--- config.mk ---
export PLATFORM = sky130hd
export DESIGN_NAME = adder_pipe
export DESIGN_NICKNAME = d
export VERILOG_FILES = /design/src/rtl/adder_pkg.sv /design/src/rtl/adder_seg.sv /design/src/rtl/adder_pipe.sv
export SDC_FILE = /design/constraint.sdc
export NUM_CORES = 1
export LEC_CHECK = 0
export BUFFER_PORTS_ARGS = -buffer_cell sky130_fd_sc_hd__buf_2
export CELL_PAD_IN_SITES_DETAIL_PLACEMENT = 0
export CELL_PAD_IN_SITES_GLOBAL_PLACEMENT = 1
export CORE_MARGIN = 2
export CORE_UTILIZATION = 50
export CTS_BUF_LIST = sky130_fd_sc_hd__clkbuf_2
export DETAILED_ROUTE_END_ITERATION = 12
export PLACE_DENSITY = 0.94
export SKIP_CTS_REPAIR_TIMING = 1
export SYNTH_ARGS = -nofsm -noshare
export SYNTH_HDL_FRONTEND = slang
export SYNTH_SLANG_ARGS = --single-unit
--- constraint.sdc ---
create_clock -name clk_i -period 16.5 [get_ports clk_i]
set_input_delay 2.475 -clock clk_i [delete_from_list [all_inputs] [get_ports clk_i]]
set_output_delay 2.475 -clock clk_i [all_outputs]
set_load 0.005 [all_outputs]
--- src/rtl/adder_pkg.sv ---
// Shared defaults and mode encoding for the segmented pipelined adder.
package adder_pkg;

  localparam int ADDER_WIDTH_DEF  = 32;
  localparam int ADDER_STAGES_DEF = 4;

  typedef enum logic {
    ADD = 1'b0,
    SUB = 1'b1
  } mode_e;

endpackage

--- src/rtl/adder_seg.sv ---
// One SEG-bit ripple segment of the pipelined adder.
module adder_seg #(
  parameter int SEG = 8
) (
  input  logic [SEG-1:0] a_i,
  input  logic [SEG-1:0] b_i,
  input  logic           cin_i,
  output logic [SEG-1:0] s_o,
  output logic           cout_o,
  output logic           cmsb_o
);

  logic [SEG:0] sum;

  always_comb begin
    sum    = {1'b0, a_i} + {1'b0, b_i} + {{SEG{1'b0}}, cin_i};
    s_o    = sum[SEG-1:0];
    cout_o = sum[SEG];
    // carry into the top bit recovered from its sum bit
    cmsb_o = a_i[SEG-1] ^ b_i[SEG-1] ^ sum[SEG-1];
  end

endmodule

--- src/rtl/adder_pipe.sv ---
// Carry-segmented pipelined add/subtract unit with valid/ready flow
// control; every stage stalls together when the output is blocked.
module adder_pipe
  import adder_pkg::*;
#(
  parameter int WIDTH  = ADDER_WIDTH_DEF,
  parameter int STAGES = ADDER_STAGES_DEF
) (
  input  logic             clk_i,
  input  logic             rst_i,
  input  logic             valid_i,
  output logic             ready_o,
  input  logic [WIDTH-1:0] a_i,
  input  logic [WIDTH-1:0] b_i,
  input  logic             cin_i,
  input  logic             sub_i,
  output logic             valid_o,
  input  logic             ready_i,
  output logic [WIDTH-1:0] s_o,
  output logic             cout_o,
  output logic             ovf_o,
  output logic             zero_o
);

  localparam int SEG = WIDTH / STAGES;

  if (WIDTH < 2 || STAGES < 1 || (WIDTH % STAGES) != 0) begin : g_bad_param
    $error("adder_pipe: illegal WIDTH/STAGES combination");
  end

  logic             v_q   [STAGES];
  logic             v_d   [STAGES];
  logic [WIDTH-1:0] a_q   [STAGES];
  logic [WIDTH-1:0] a_d   [STAGES];
  logic [WIDTH-1:0] b_q   [STAGES];
  logic [WIDTH-1:0] b_d   [STAGES];
  logic [WIDTH-1:0] s_q   [STAGES];
  logic [WIDTH-1:0] s_d   [STAGES];
  logic             c_q   [STAGES];
  logic             c_d   [STAGES];
  logic             ovf_q, ovf_d;
  logic             zero_q, zero_d;

  logic             src_v [STAGES];
  logic [WIDTH-1:0] src_a [STAGES];
  logic [WIDTH-1:0] src_b [STAGES];
  logic [WIDTH-1:0] src_s [STAGES];
  logic             src_c [STAGES];
  logic [SEG-1:0]   seg_s [STAGES];
  logic             seg_co[STAGES];
  logic             seg_cm[STAGES];

  mode_e            mode;
  logic [WIDTH-1:0] b_eff;
  logic             advance;

  always_comb begin
    mode     = mode_e'(sub_i);
    b_eff    = (mode == SUB) ? ~b_i : b_i;
    advance  = ~v_q[STAGES-1] | ready_i;
    src_v[0] = valid_i;
    src_a[0] = a_i;
    src_b[0] = b_eff;
    src_s[0] = '0;
    src_c[0] = cin_i ^ sub_i;
    for (int k = 1; k < STAGES; k++) begin
      src_v[k] = v_q[k-1];
      src_a[k] = a_q[k-1];
      src_b[k] = b_q[k-1];
      src_s[k] = s_q[k-1];
      src_c[k] = c_q[k-1];
    end
  end

  for (genvar k = 0; k < STAGES; k++) begin : g_seg
    adder_seg #(
      .SEG(SEG)
    ) u_seg (
      .a_i   (src_a[k][k*SEG +: SEG]),
      .b_i   (src_b[k][k*SEG +: SEG]),
      .cin_i (src_c[k]),
      .s_o   (seg_s[k]),
      .cout_o(seg_co[k]),
      .cmsb_o(seg_cm[k])
    );
  end

  always_comb begin
    for (int k = 0; k < STAGES; k++) begin
      v_d[k] = v_q[k];
      a_d[k] = a_q[k];
      b_d[k] = b_q[k];
      s_d[k] = s_q[k];
      c_d[k] = c_q[k];
      if (advance) begin
        v_d[k]               = src_v[k];
        a_d[k]               = src_a[k];
        b_d[k]               = src_b[k];
        s_d[k]               = src_s[k];
        s_d[k][k*SEG +: SEG] = seg_s[k];
        c_d[k]               = seg_co[k];
      end
    end
    ovf_d  = ovf_q;
    zero_d = zero_q;
    if (advance) begin
      ovf_d  = seg_cm[STAGES-1] ^ seg_co[STAGES-1];
      zero_d = (s_d[STAGES-1] == '0);
    end
  end

  always_ff @(posedge clk_i or posedge rst_i) begin
    if (rst_i) begin
      for (int k = 0; k < STAGES; k++) begin
        v_q[k] <= 1'b0;
        a_q[k] <= '0;
        b_q[k] <= '0;
        s_q[k] <= '0;
        c_q[k] <= 1'b0;
      end
      ovf_q  <= 1'b0;
      zero_q <= 1'b0;
    end else begin
      for (int k = 0; k < STAGES; k++) begin
        v_q[k] <= v_d[k];
        a_q[k] <= a_d[k];
        b_q[k] <= b_d[k];
        s_q[k] <= s_d[k];
        c_q[k] <= c_d[k];
      end
      ovf_q  <= ovf_d;
      zero_q <= zero_d;
    end
  end

  assign ready_o = advance;
  assign valid_o = v_q[STAGES-1];
  assign s_o     = s_q[STAGES-1];
  assign cout_o  = c_q[STAGES-1];
  assign ovf_o   = ovf_q;
  assign zero_o  = zero_q;

endmodule

==> qor.yml <==
placement:
  globalplace.congestion: 0.831
  portBuffers: 106
  post_dp_cell_area_sq_um: 9230
  dp_cells: 1231
  hpwlAfterDp_mm: 11.2
sta:
  setup_tns_ns: 0
  hold_viol: 0
  rsz0062_at_grt: "false"
  fin_skew_ns: 0.0350
  worst_pin_slew_ns: 0.928
  period_share_pct: 40.4
  slew_headroom_pct: 38.1
  maxClockFrequency_ghz: 0.150
  maxSlewViolCount: 0
  fin_crit_ns: 6.67
  setup_violations: 0
  hold_slack_ns: 0.458
grt:
  grt_pass1_wl_mm: 27.7
  grt_pass1_vias: 5718
  antenna_found_initial: 1
  globalRouteOverflowTotal: 0
  grt_usage_pct: 18.8
  grt_start_max_net_pins: 210
route:
  wirelength_mm: 16.5
  drc_errors: 0
  routedWlPerCell_um: 13.0
  drtAntennaViolNets: 0
  vias: 6221
  drt-vias-per-instance: 4.92
  drt_iter0_markers: 348
  first_pass_iters: 5
yosys:
  synth_flop_cell: "dfrtp_1"
  ys_top_cells_by_area: "dfrtp_1 (53%), nand2_1 (18%), ha_1 (4.0%), xnor2_1 (3.0%), buf_4 (2.7%)"
  synth_area_sq_um: 8810
  synth_top_cell_by_area: "dfrtp_1"
  syn_inst: 973
  ys_warn_count: 0
  synth.top_cell.area_share_pct: 52.8
  avgSynthCellArea_sq_um: 9.05
  synth_nets: 1079
  synth.distinct_cells: 55
  synthArstFlopShare_pct: 100
  ys_ff_latch: 186
  synth_edf_count: 0
  yosysSeqAreaShare_pct: 52.8
floorplan:
  dieArea_sq_um: 18700
  rows: 48
  core_sq_um: 17200
  die_h_um: 137
  die_x_um: 137
  start_util_pct: 51.1
  boundaryPins: 107
clock_network:
  htree_levels: 4
  clk_pin_slew_ns: 0.26
  cts_root_buf: "clkbuf_2"
  tritoncts: "yes"
  cts_buffers: 17
  cts_num_sinks: 186
  clock_path_buffers: 2
  clock_latency_ns: 0.77
final_layout:
  syn2layout_area_growth_pct: 7.24
  multi_input_area_sq_um: 3620
  design_area_sq_um: 9450
  register_area_sq_um: 4650
  fillers: 1663
  layout.cells.non_filler: 1264
  drive_above_1_share_pct: 14.9
  fin_nets: 1131
critical_path:
  path_cells: "buf_2 -> nor2b_4 -> buf_12 -> inv_4 -> buf_2"
  crit_top_cell: "buf_2"
  max_stage_delay_ns: 0.55
  path_max_fanout: 209
  slowest_stage: "buf_12"
  crit_type: "in -> out"
  cp-end-kind: "output pin"
  cp-start-kind: "primary input"
  critPathArrivalTime_ns: 4.19
  required_ns: 14.03
power_and_ir_drop:
  p_leak_nw: 4.86
  ir_drop_mv: 0.167
  combPwrFrac_pct: 40.6
  p_int_mw: 1.00
  seq_power_share_pct: 46.9
  clkPwrFrac_pct: 12.5
  p_sw_mw: 0.680
  power_density_nw_per_um2: 178
  power_mw: 1.68
  swShare_pct: 40.5
hold_path:
  min_path_type: "reg -> reg"
job:
  cap_violations: 0
run_status:
  status: "finished clean"
## per-stage QoR
stage / utilization (%) / setup slack, ns
after floorplan: - / 8.97
after global placement: 53.6 / 9.86
after detailed placement: 53.6 / 9.86
after CTS: 54.8 / 9.86
after global routing: 54.8 / 9.69
final: 54.8 / 9.83
## synth_stat cells (all sizes together), types with 3 or more instances
library cell	count
xnor2	31
a21o	3
nor2	35
fa	8
o21ai	47
nor2b	4
nand2b	8
nor4	5
or3	3
dfrtp	186
ha	28
inv	26
a21boi	4
nor3	9
o31ai	15
a31oi	4
or4	3
xor2	10
nand2	416
o211a	3
buf	37
o21a	9
a211oi	6
clkbuf	40
a21oi	18
## worst paths after layout
path | startpoint | to | slack (ns) | depth (start not counted)
max reg2reg | valid_o | zero_o | 13.48 | 7
min in group asynchronous | rst_i | s_q[96] | 1.85 | 2
max in group asynchronous | rst_i | b_q[119] | 13.41 | 3
min | s_q[101] | s_q[69] | 0.46 | 2
min reg2reg | s_q[101] | s_q[69] | 0.46 | 2
max | ready_i | ready_o | 9.83 | 5
## cells by family after synthesis
| logic type | count (synthesis) | synth area share [%] |
|---|---|---|
| AOI/OAI and AO/OA | 113 | 8.01 |
| xor gates and xnor gates | 41 | 4.16 |
| adders and majority gates | 36 | 5.80 |
| buffers and inverters | 103 | 6.11 |
| DFF | 186 | 52.8 |
| muxes | 3 | 0.412 |
| and+or+nand+nor | 491 | 22.7 |
## metal layers
layer	part of all wire, %	GRT usage [%]	up-vias
met3	4.3	4.33	16
li1	-	-	3194
met1	50	28.8	2900
met2	44	26.9	111
met4	1.2	5.44	0
met5	0	0	-
## area by class of cell
cell class / count / share of cell area [%]
flip-flops and latches: 186 / 49.3
multi-input cells: 684 / 38.3
repair buffers: 110 / 6.07
well taps: 225 / 2.98
clock inverters: 15 / 1.34
inverters: 26 / 1.14
clock buffers: 17 / 0.901
diodes: 1 / 0.0265
## critical path: cells and delay by family
kind                   cells  cell delay (ns)
buffers and inverters      4             1.42
AND/OR/NAND/NOR            1             0.12
## power groups by stage
stage	combinational (mW)	clock, mW	sequential [mW]
floorplan	0.583	0	0.757
global placement	0.668	0	0.794
detailed placement	0.690	0	0.801
CTS	0.693	0.217	0.789
global route	0.792	0.235	0.814
finish	0.683	0.210	0.788
## state kept, by name, indices dropped and copies added, names as in the netlist
register and cells:
s_o 32, s_q 48, a_q 48, src_v 3
c_q 3, cout_o 1, ovf_o 1, zero_o 1
valid_o 1, b_q 48
## cells in the final DEF, fill, tap and decap left out, types with 3 or more instances in the layout
| cell type | count |
|---|---|
| buf_2 | 106 |
| clkinv_2 | 3 |
| or3_1 | 3 |
| nor2_1 | 35 |
| nor3_1 | 9 |
| xor2_1 | 10 |
| buf_4 | 3 |
| a31oi_1 | 3 |
| o21ai_0 | 39 |
| clkinv_4 | 3 |
| a21o_1 | 3 |
| fa_1 | 8 |
| o21ai_1 | 8 |
| nand2_1 | 415 |
| o211a_1 | 3 |
| o21a_1 | 9 |
| a21boi_1 | 3 |
| xnor2_1 | 30 |
| clkbuf_2 | 17 |
| a211oi_1 | 6 |
| nand2b_1 | 8 |
| ha_1 | 28 |
| dfrtp_1 | 186 |
| a21oi_1 | 17 |
| clkinvlp_4 | 4 |
| nor2b_1 | 3 |
| inv_1 | 24 |
| o31ai_1 | 14 |
Note: power is estimated with default switching activity, not from simulation.
